**src/rtl/jk_bank_arbiter.sv**
```systemverilog
`default_nettype none
// ============================================================================
// Module  : jk_bank_arbiter
// Purpose : Round-robin arbiter that applies single-cycle JK pulses to a shared
//           cell bank and returns each cell's settled q value.
// Revision: 1.0 - initial release
// ============================================================================

module jk_bank_arbiter #(
  parameter int NREQ       = 2,
  parameter int WIDTH      = 8,
  parameter int IDX_W      = 3,
  parameter int SETTLE_CYC = 2
) (
  input  logic                  clk,
  input  logic                  rst_n,
  input  logic [NREQ-1:0]       req_valid,
  output logic [NREQ-1:0]       req_ready,
  input  logic [2*NREQ-1:0]     req_op,
  input  logic [IDX_W*NREQ-1:0] req_idx,
  output logic [NREQ-1:0]       rsp_valid,
  output logic                  rsp_q,
  output logic                  rsp_err,
  output logic                  busy,
  output logic [WIDTH-1:0]      jk_j,
  output logic [WIDTH-1:0]      jk_k,
  input  logic [WIDTH-1:0]      jk_q
);

  localparam int                 c_PTR_W    = (NREQ > 1) ? $clog2(NREQ) : 1;
  localparam int                 c_CNT_W    = (SETTLE_CYC > 1) ? $clog2(SETTLE_CYC) : 1;
  localparam logic [c_CNT_W-1:0] c_CNT_INIT = c_CNT_W'(SETTLE_CYC - 1);
  localparam logic [IDX_W:0]     c_WIDTH    = (IDX_W + 1)'(WIDTH);

  localparam logic [1:0] c_IDLE   = 2'd0;
  localparam logic [1:0] c_DRIVE  = 2'd1;
  localparam logic [1:0] c_SETTLE = 2'd2;
  localparam logic [1:0] c_RESP   = 2'd3;

  logic [1:0]         r_state;
  logic [1:0]         w_state_nxt;
  logic [c_PTR_W-1:0] r_ptr;
  logic [c_PTR_W-1:0] r_gnt;
  logic [IDX_W-1:0]   r_idx;
  logic               r_err;
  logic [c_CNT_W-1:0] r_cnt;

  logic [WIDTH-1:0]   r_jk_j;
  logic [WIDTH-1:0]   r_jk_k;
  logic [NREQ-1:0]    r_rsp_valid;
  logic               r_rsp_q;
  logic               r_rsp_err;
  logic               r_busy;

  logic               w_found;
  logic               w_hs;
  logic [c_PTR_W-1:0] w_gnt;
  logic [c_PTR_W-1:0] w_ptr_nxt;
  logic [1:0]         w_gnt_op;
  logic [IDX_W-1:0]   w_gnt_idx;
  logic               w_gnt_err;
  logic               w_q_sel;
  logic               w_rsp_fire;

  logic [WIDTH-1:0]   w_jk_j_nxt;
  logic [WIDTH-1:0]   w_jk_k_nxt;
  logic [NREQ-1:0]    w_rsp_valid_nxt;
  logic               w_rsp_q_nxt;
  logic               w_rsp_err_nxt;

  // First valid requester at or above the pointer, wrapping modulo NREQ.
  always_comb begin
    w_found   = 1'b0;
    w_gnt     = '0;
    w_gnt_op  = '0;
    w_gnt_idx = '0;
    for (int off = 0; off < NREQ; off++) begin
      if (!w_found && req_valid[(int'(r_ptr) + off) % NREQ]) begin
        w_found = 1'b1;
        w_gnt   = c_PTR_W'((int'(r_ptr) + off) % NREQ);
      end
    end
    for (int i = 0; i < NREQ; i++) begin
      if (w_gnt == c_PTR_W'(i)) begin
        w_gnt_op  = req_op[2*i +: 2];
        w_gnt_idx = req_idx[IDX_W*i +: IDX_W];
      end
    end
  end

  assign w_hs       = (r_state == c_IDLE) && w_found;
  assign w_ptr_nxt  = (w_gnt == c_PTR_W'(NREQ - 1)) ? '0 : w_gnt + 1'b1;
  assign w_gnt_err  = ({1'b0, w_gnt_idx} >= c_WIDTH);
  assign w_rsp_fire = (r_state == c_SETTLE) && (r_cnt == '0);

  always_comb begin
    req_ready = '0;
    for (int i = 0; i < NREQ; i++) begin
      req_ready[i] = rst_n && w_hs && (w_gnt == c_PTR_W'(i));
    end
  end

  always_comb begin
    w_q_sel = 1'b0;
    for (int b = 0; b < WIDTH; b++) begin
      if (r_idx == IDX_W'(b)) begin
        w_q_sel = jk_q[b];
      end
    end
  end

  always_ff @(posedge clk or negedge rst_n) begin
    if (!rst_n) begin
      r_state <= c_IDLE;
    end else begin
      r_state <= w_state_nxt;
    end
  end

  always_comb begin
    w_state_nxt = r_state;
    case (r_state)
      c_IDLE:   if (w_hs) w_state_nxt = c_DRIVE;
      c_DRIVE:  w_state_nxt = c_SETTLE;
      c_SETTLE: if (r_cnt == '0) w_state_nxt = c_RESP;
      c_RESP:   w_state_nxt = c_IDLE;
      default:  w_state_nxt = c_IDLE;
    endcase
  end

  // Next values of the registered outputs; the pulse is launched on the handshake
  // edge so the cell sees it for exactly the DRIVE cycle.
  always_comb begin
    w_jk_j_nxt      = '0;
    w_jk_k_nxt      = '0;
    w_rsp_valid_nxt = '0;
    w_rsp_q_nxt     = 1'b0;
    w_rsp_err_nxt   = 1'b0;
    for (int b = 0; b < WIDTH; b++) begin
      if (w_hs && (w_gnt_idx == IDX_W'(b))) begin
        w_jk_j_nxt[b] = w_gnt_op[1];
        w_jk_k_nxt[b] = w_gnt_op[0];
      end
    end
    for (int i = 0; i < NREQ; i++) begin
      w_rsp_valid_nxt[i] = w_rsp_fire && (r_gnt == c_PTR_W'(i));
    end
    if (w_rsp_fire) begin
      w_rsp_q_nxt   = r_err ? 1'b0 : w_q_sel;
      w_rsp_err_nxt = r_err;
    end
  end

  always_ff @(posedge clk or negedge rst_n) begin
    if (!rst_n) begin
      r_ptr       <= '0;
      r_gnt       <= '0;
      r_idx       <= '0;
      r_err       <= 1'b0;
      r_cnt       <= '0;
      r_jk_j      <= '0;
      r_jk_k      <= '0;
      r_rsp_valid <= '0;
      r_rsp_q     <= 1'b0;
      r_rsp_err   <= 1'b0;
      r_busy      <= 1'b0;
    end else begin
      if (w_hs) begin
        r_gnt <= w_gnt;
        r_idx <= w_gnt_idx;
        r_err <= w_gnt_err;
        r_ptr <= w_ptr_nxt;
      end
      if (r_state == c_DRIVE) begin
        r_cnt <= c_CNT_INIT;
      end else if ((r_state == c_SETTLE) && (r_cnt != '0)) begin
        r_cnt <= r_cnt - 1'b1;
      end
      r_jk_j      <= w_jk_j_nxt;
      r_jk_k      <= w_jk_k_nxt;
      r_rsp_valid <= w_rsp_valid_nxt;
      r_rsp_q     <= w_rsp_q_nxt;
      r_rsp_err   <= w_rsp_err_nxt;
      r_busy      <= (w_state_nxt != c_IDLE);
    end
  end

  assign jk_j      = r_jk_j;
  assign jk_k      = r_jk_k;
  assign rsp_valid = r_rsp_valid;
  assign rsp_q     = r_rsp_q;
  assign rsp_err   = r_rsp_err;
  assign busy      = r_busy;

endmodule

`default_nettype wire

```
**config.mk**
```make
export PLATFORM = sky130hd
export DESIGN_NAME = jk_bank_arbiter
export DESIGN_NICKNAME = d
export VERILOG_FILES = /design/src/rtl/jk_bank_arbiter.sv
export SDC_FILE = /design/constraint.sdc
export NUM_CORES = 1
export LEC_CHECK = 0
export CAP_MARGIN = 0
export CORE_ASPECT_RATIO = 0.7
export CORE_MARGIN = 1.5
export CORE_UTILIZATION = 46
export DETAILED_ROUTE_END_ITERATION = 10
export MAX_ROUTING_LAYER = met4
export PLACE_DENSITY_LB_ADDON = 0.1
export SLEW_MARGIN = 20
export SYNTH_ARGS = -nofsm -noshare
export SYNTH_HDL_FRONTEND = slang
export SYNTH_SLANG_ARGS = --single-unit
```
**constraint.sdc**
```tcl
create_clock -name clk -period 2.7 [get_ports clk]
set_input_delay 0.27 -clock clk [delete_from_list [all_inputs] [get_ports clk]]
set_output_delay 0.27 -clock clk [all_outputs]
set_load 0.05 [all_outputs]
```
==> summary.txt, run 1 <==
Status
  • Status: complete, no violations

Routing
  • Vias: 896
  • Via density per instance: 5.12
  • Routed len/inst: 14.5 um
  • Detail Route Antenna Nets: 0
  • Final wirelength: 2.54 mm
  • DRT iter0 DRCs: 26
  • DRC violations left: 0
  • Drt first pass iters: 4

Timing
  • Endpoints failing hold: 0
  • Layout Skew: 4.72 ps
  • Endpoints failing setup: 0
  • Relative slew slack: 0.527
  • RSZ-0062 raised after global routing: no
  • Final Max Slew Viols: 0
  • Setup TNS: 0 ps
  • Final Cycle Share: 0.709
  • Max frequency: 523 MHz
  • Fin crit period: 1910 ps
  • Slew @ Worst Pin: 690 ps

Yosys
  • Post-synthesis async set-or-reset flop share: 1.00
  • Top-area cell type share of the netlist area: 0.580
  • Most used DFF post-synth: dfrtp_1
  • Total nets after synthesis: 120
  • Synth warnings: 0
  • Cells after Synth: 95
  • Synth area leader: dfrtp_1
  • Area contributors post-synth: dfrtp_1, nor4_1, mux2i_1
  • Yosys cell types: 33
  • Post-synthesis sequential area ratio: 0.580
  • Mapped Area: 0.00121 mm2
  • EDFF count, synth: 0
  • Register bit count reported by yosys: 28
  • Synthesized area per cell: 12.7 um2

Clock network
  • Hold_buf cts: 0
  • Clock slew at reported path FFs: 90 ps
  • Clk buf depth: 2
  • CTS tree: yes
  • H-tree levels: 1
  • CTS Buf Count: 3
  • Post-CTS setup buffer count: 0
  • CTS Root Cell: clkbuf_8
  • Clock latency on the worst-skew pair: 270 ps
  • Sink Count: 28
  • # resized after CTS: 0

Placed design
  • Port Buffers: 43
  • HPWL after DPL: 1.90 mm
  • Placer Congestion: 0.803

Power and ir drop
  • Gate power share: 0.402
  • Sequential Power Share: 0.385
  • Pwr Density: 854 mW/mm2
  • NetSw: 0.550 mW
  • Pleak: 0.783 nW
  • Net Sw Frac: 0.364
  • Internal power: 0.962 mW
  • Clock Power Share: 0.213
  • Peak supply drop: 0.000660 V

GRT
  • Largest net degree at the start of global routing: 25
  • Vias in the first global route: 828
  • Total gr overflow: 0
  • Busiest grt layer: met1
  • First-pass GRT wire length: 4.13 mm
  • Antenna violations before repair: 0
  • Total track usage: 0.196
  • Met2 Track Usage GR: 0.256
  • GRT met1 Usage: 0.295
  • Met3 Track Usage GR: 0.0594

Critical path
  • CP Launch Point: r_state[0]$_DFF_PN0_
  • Critical R2R Launch: r_state[0]$_DFF_PN0_
  • Crit path max fanout: 13
  • Critical path launch point type: register
  • Data arrival, critical path: 1640 ps
  • Critical path capture point type: primary output
  • Worst EP required: 2430 ps
  • CP Class: register to primary output

Finish
  • # fillers: 189
  • Post-layout util: 0.714
  • Final #Nets: 167
  • Ratio of cells with drive above 1 in the final layout: 0.121
  • Area Growth Syn to Fin: 46.4%
  • Ant. Diodes: 0
  • Area occupied by multi-input gates: 474 um2
  • Most frequent cells in the layout: clkdlybuf4s50_1, dfrtp_1, nor4_1, inv_1, mux2i_1
  • Register area: 701 um2
  • Most common cell after layout, fill and taps aside: clkdlybuf4s50_1

Die
  • Die H: 45.9 um
  • IO Pins: 45
  • Die width: 64.3 um
  • Die Footprint: 0.00295 mm2
  • Core Footprint: 0.00248 mm2
  • FP Rows: 15
  • Initial Util: 0.488

Min path
  • Hold Path Class: input port to asynchronous set/reset pin

Job
  • # Max-Cap Violations: 0
power groups by stage:
| stage | logic [mW] | clock network, mW | registers (mW) |
|---|---|---|---|
| finish | 0.608 | 0.322 | 0.582 |
| global route | 0.658 | 0.347 | 0.593 |
| detailed placement | 0.612 | 0 | 0.590 |
| floorplan | 0.312 | 0 | 0.690 |
| global placement | 0.598 | 0 | 0.584 |
| CTS | 0.614 | 0.329 | 0.581 |
flip-flops by register name, summed over array words and instances (netlist names):
register and cells:
r_ptr 1, r_idx 3, jk_k 8, r_state 2, rsp_q 1, r_cnt 1, r_gnt 1, rsp_valid 2
jk_j 8, busy 1
cell type report:
| class | instances | area share |
|---|---|---|
| tap | 34 | 0.0240 |
| multi-input combinational | 59 | 0.268 |
| clock inverter | 1 | 0.0170 |
| clock buffer | 3 | 0.0233 |
| inverter | 6 | 0.0127 |
| timing repair buffer | 44 | 0.259 |
| sequential | 28 | 0.396 |
cell families after synthesis:
logic type	count (synthesis)	synth area share
AND/OR/NAND/NOR	30	0.154
flip-flops	28	0.580
buffers and inverters	8	0.0279
AO/OA/AOI/OAI	15	0.0983
other	1	0.00310
multiplexers	10	0.106
adder cells (fa/ha/maj)	3	0.0311
cell usage after synthesis, types with 2 or more instances:
cell type / number
nand2_1: 2
a21oi_1: 3
o21ai_0: 2
mux2i_1: 5
mux2_4: 2
dfrtp_1: 28
nor2_1: 2
inv_1: 6
nor4_1: 16
ha_1: 3
and3_1: 4
worst max-delay path, stage by stage (launching register included):
cell	delay, ps
dfrtp_1	400
inv_1	90
ha_1	440
and3_1	290
buf_12	150
final timing paths:
| path | to | slack [ps] | cells after the start |
|---|---|---|---|
| min reg2reg | rsp_valid[0]$_DFF_PN0_ | 460 | 1 |
| min in group clk | rsp_valid[0]$_DFF_PN0_ | 460 | 1 |
| max reg2reg | jk_k[0]$_DFF_PN0_ | 1000 | 5 |
| min | r_state[0]$_DFF_PN0_ | 250 | 1 |
| max | req_ready[1] | 790 | 4 |
| max in group asynchronous | jk_j[4]$_DFF_PN0_ | 1840 | 2 |
through the flow:
step | std cells | worst slack (ps) | power [mW] | instance area, um2 | hold slack [ps]
after floorplan | 95 | 949 | 1.00 | 1210 | -25.6
after detailed placement | 171 | 714 | 1.20 | 1700 | 452
after global routing | 175 | 666 | 1.60 | 1770 | 254
after CTS | 175 | 777 | 1.52 | 1770 | 242
final | 175 | 786 | 1.51 | 1770 | 249
after global placement | 171 | 759 | 1.18 | 1700 | 454
routing by layer:
metal	wire length (um)	part of all wire
met4	23	0.0091
met1	1330	0.52
met2	1000	0.39
met5	0	0
met3	186	0.073
(Power assumes the default switching activity.)
==> run 2, diff against run 1 <==
--- a/config.mk
+++ b/config.mk
@@ -8,7 +8,7 @@
 export CAP_MARGIN = 0
 export CORE_ASPECT_RATIO = 0.7
 export CORE_MARGIN = 1.5
-export CORE_UTILIZATION = 46
+export CORE_UTILIZATION = 39
 export DETAILED_ROUTE_END_ITERATION = 10
 export MAX_ROUTING_LAYER = met4
 export PLACE_DENSITY_LB_ADDON = 0.1
==> constraint.sdc (replaced) <==
create_clock -name clk -period 1.75 [get_ports clk]
set_input_delay 0.175 -clock clk [delete_from_list [all_inputs] [get_ports clk]]
set_output_delay 0.175 -clock clk [all_outputs]
set_load 0.05 [all_outputs]
==> run 2 against run 1 <==
  * Clock power rose by 55%
  * Clock skew barely moved
  * Register-to-register slack got worse by 860 ps
  * Utilization fell by 7.1 points
  * Combinational power rose by 66%
==> summary.txt, run 2 (synthesized netlist as in run 1, its figures left out) <==
GRT
  • Vias in the first global route: 943
  • First-pass GRT wire length: 4.38 mm
  • Largest net degree at the start of global routing: 25
  • Antenna violations before repair: 0
  • Total gr overflow: 0
  • Total track usage: 0.167

Finish
  • Area Growth Syn to Fin: 52.4%
  • Ratio of cells with drive above 1 in the final layout: 0.180
  • Ant. Diodes: 0
  • Fin cells: 186
  • Post-layout util: 0.643
  • Final instance area: 0.00184 mm2
  • Most common cell after layout, fill and taps aside: clkdlybuf4s50_1
  • Most frequent cells in the layout: clkdlybuf4s50_1, dfrtp_1, nor4_1, buf_4, inv_1
  • Final #Nets: 176

Placed design
  • Placer Congestion: 0.826
  • Post-Place Setup Slack: 7.96 ps
  • Cell Area, Placed: 0.00177 mm2
  • Placed cells: 182
  • HPWL after DPL: 1.96 mm
  • Port Buffers: 43

Clock network
  • CTS Buf Count: 3
  • Hold_buf cts: 0
  • Sink Count: 28
  • Clock latency on the worst-skew pair: 270 ps
  • CTS tree: yes
  • H-tree levels: 1
  • Clock slew at reported path FFs: 90 ps
  • Clk buf depth: 2
  • CTS Root Cell: clkbuf_8

Routing
  • Via density per instance: 5.06
  • DRC violations left: 0
  • Final wirelength: 2.60 mm
  • Detail Route Antenna Nets: 0
  • Routed len/inst: 14.0 um
  • Drt first pass iters: 5
  • Vias: 941
  • DRT iter0 DRCs: 56

Timing
  • Max frequency: 598 MHz
  • Final Max Slew Viols: 0
  • Fin crit period: 1670 ps
  • Endpoints failing hold: 0
  • Endpoints failing setup: 0
  • Slew @ Worst Pin: 510 ps
  • Relative slew slack: 0.659
  • Worst Slack Setup Final: 77.4 ps
  • RSZ-0062 raised after global routing: no
  • Layout Skew: 4.43 ps
  • Final Cycle Share: 0.956

Status
  • Status: complete, no violations

Power and ir drop
  • Clock Power Share: 0.207
  • Gate power share: 0.421
  • Pleak: 0.825 nW
  • Peak supply drop: 0.000658 V
  • Internal power: 1.54 mW
  • Sequential Power Share: 0.371
  • NetSw: 0.868 mW
  • Pwr Density: 1310 mW/mm2
  • Tot Pwr: 2.41 mW
  • Net Sw Frac: 0.360

Critical path
  • Critical path launch point type: register
  • Slowest-stage cell, CP: dfrtp_1
  • CP Class: register to primary output
  • Data arrival, critical path: 1500 ps
  • Critical path capture point type: primary output
  • Worst EP required: 1570 ps
  • Crit-path cells: nand2b_2, and2_1, and3_1, buf_12
  • Crit path max fanout: 4
  • Slowest Stage Delay on Critical Path: 420 ps

Die
  • Die H: 49.6 um
  • Initial Util: 0.422
  • FP Rows: 16
  • IO Pins: 45
  • Die Footprint: 0.00345 mm2
  • Die width: 69.5 um
  • Core Footprint: 0.00286 mm2

Min path
  • Hold Path Class: input port to asynchronous set/reset pin

Job
  • # Max-Cap Violations: 0
## run 2: changes by cell type in the layout (fill, tap and decap cells not counted)
cell	change
buf_4	+9
ha_1	-1
ha_2	+1
## run 2: repair_timing
| item | 4_1_cts | 5_1_grt |
|---|---|---|
| gates resized for setup | 1 | 0 |
| endpoints found under the setup margin | 1 | 0 |
| buffers inserted | 0 | 0 |
## run 2: power by group through the flow
stage                     registers [mW]  logic (mW)  clock network [mW]
after detailed placement           0.910        1.00                   0
after floorplan                     1.06       0.481                   0
after CTS                          0.896        1.02               0.510
after global placement             0.901       0.985                   0
final                              0.895        1.01               0.500
after global routing               0.916        1.11               0.548
## run 2: per-layer routing
metal,part of all wire,GRT usage,wire length (um)
met1,0.52,0.244,1340
met2,0.40,0.228,1040
met3,0.080,0.0552,207
met4,0.0050,0.0294,13
met5,0,-,0
## run 2: final cells by class
cell class	instances	area [um2]
clock inverter	1	30.0
tap	36	45.0
inverter	6	22.5
multi-input combinational	59	477
fill	232	1020
timing repair buffer	53	526
sequential	28	701
clock buffer	3	41.3
## run 2: critical path: cells and delay by family (launching register included)
kind | cells | cell delay (ps)
and+or+nand+nor | 3 | 660
DFF | 1 | 420
buffers and inverters | 1 | 150
## run 2: path summary, 6_finish.rpt
check | cells after the start | start | slack [ps] | endpoint
hold reg to reg | 1 | r_gnt$_DFFE_PN0P_ | 470 | rsp_valid[0]$_DFF_PN0_
setup / recovery | 4 | r_ptr$_DFFE_PN0P_ | 80 | req_ready[1]
min in group clk | 1 | r_gnt$_DFFE_PN0P_ | 470 | rsp_valid[0]$_DFF_PN0_
hold / removal | 1 | rst_n | 150 | r_state[0]$_DFF_PN0_
max in group asynchronous | 2 | rst_n | 1020 | jk_k[4]$_DFF_PN0_
setup reg to reg | 5 | r_state[0]$_DFF_PN0_ | 140 | jk_k[4]$_DFF_PN0_
## run 2: through the flow
stage                     setup TNS, ps  hold WS [ps]
after floorplan                       0          -121
after global placement            -8.21           451
after detailed placement              0           441
after CTS                             0           144
after global routing                  0           147
final                                 0           148
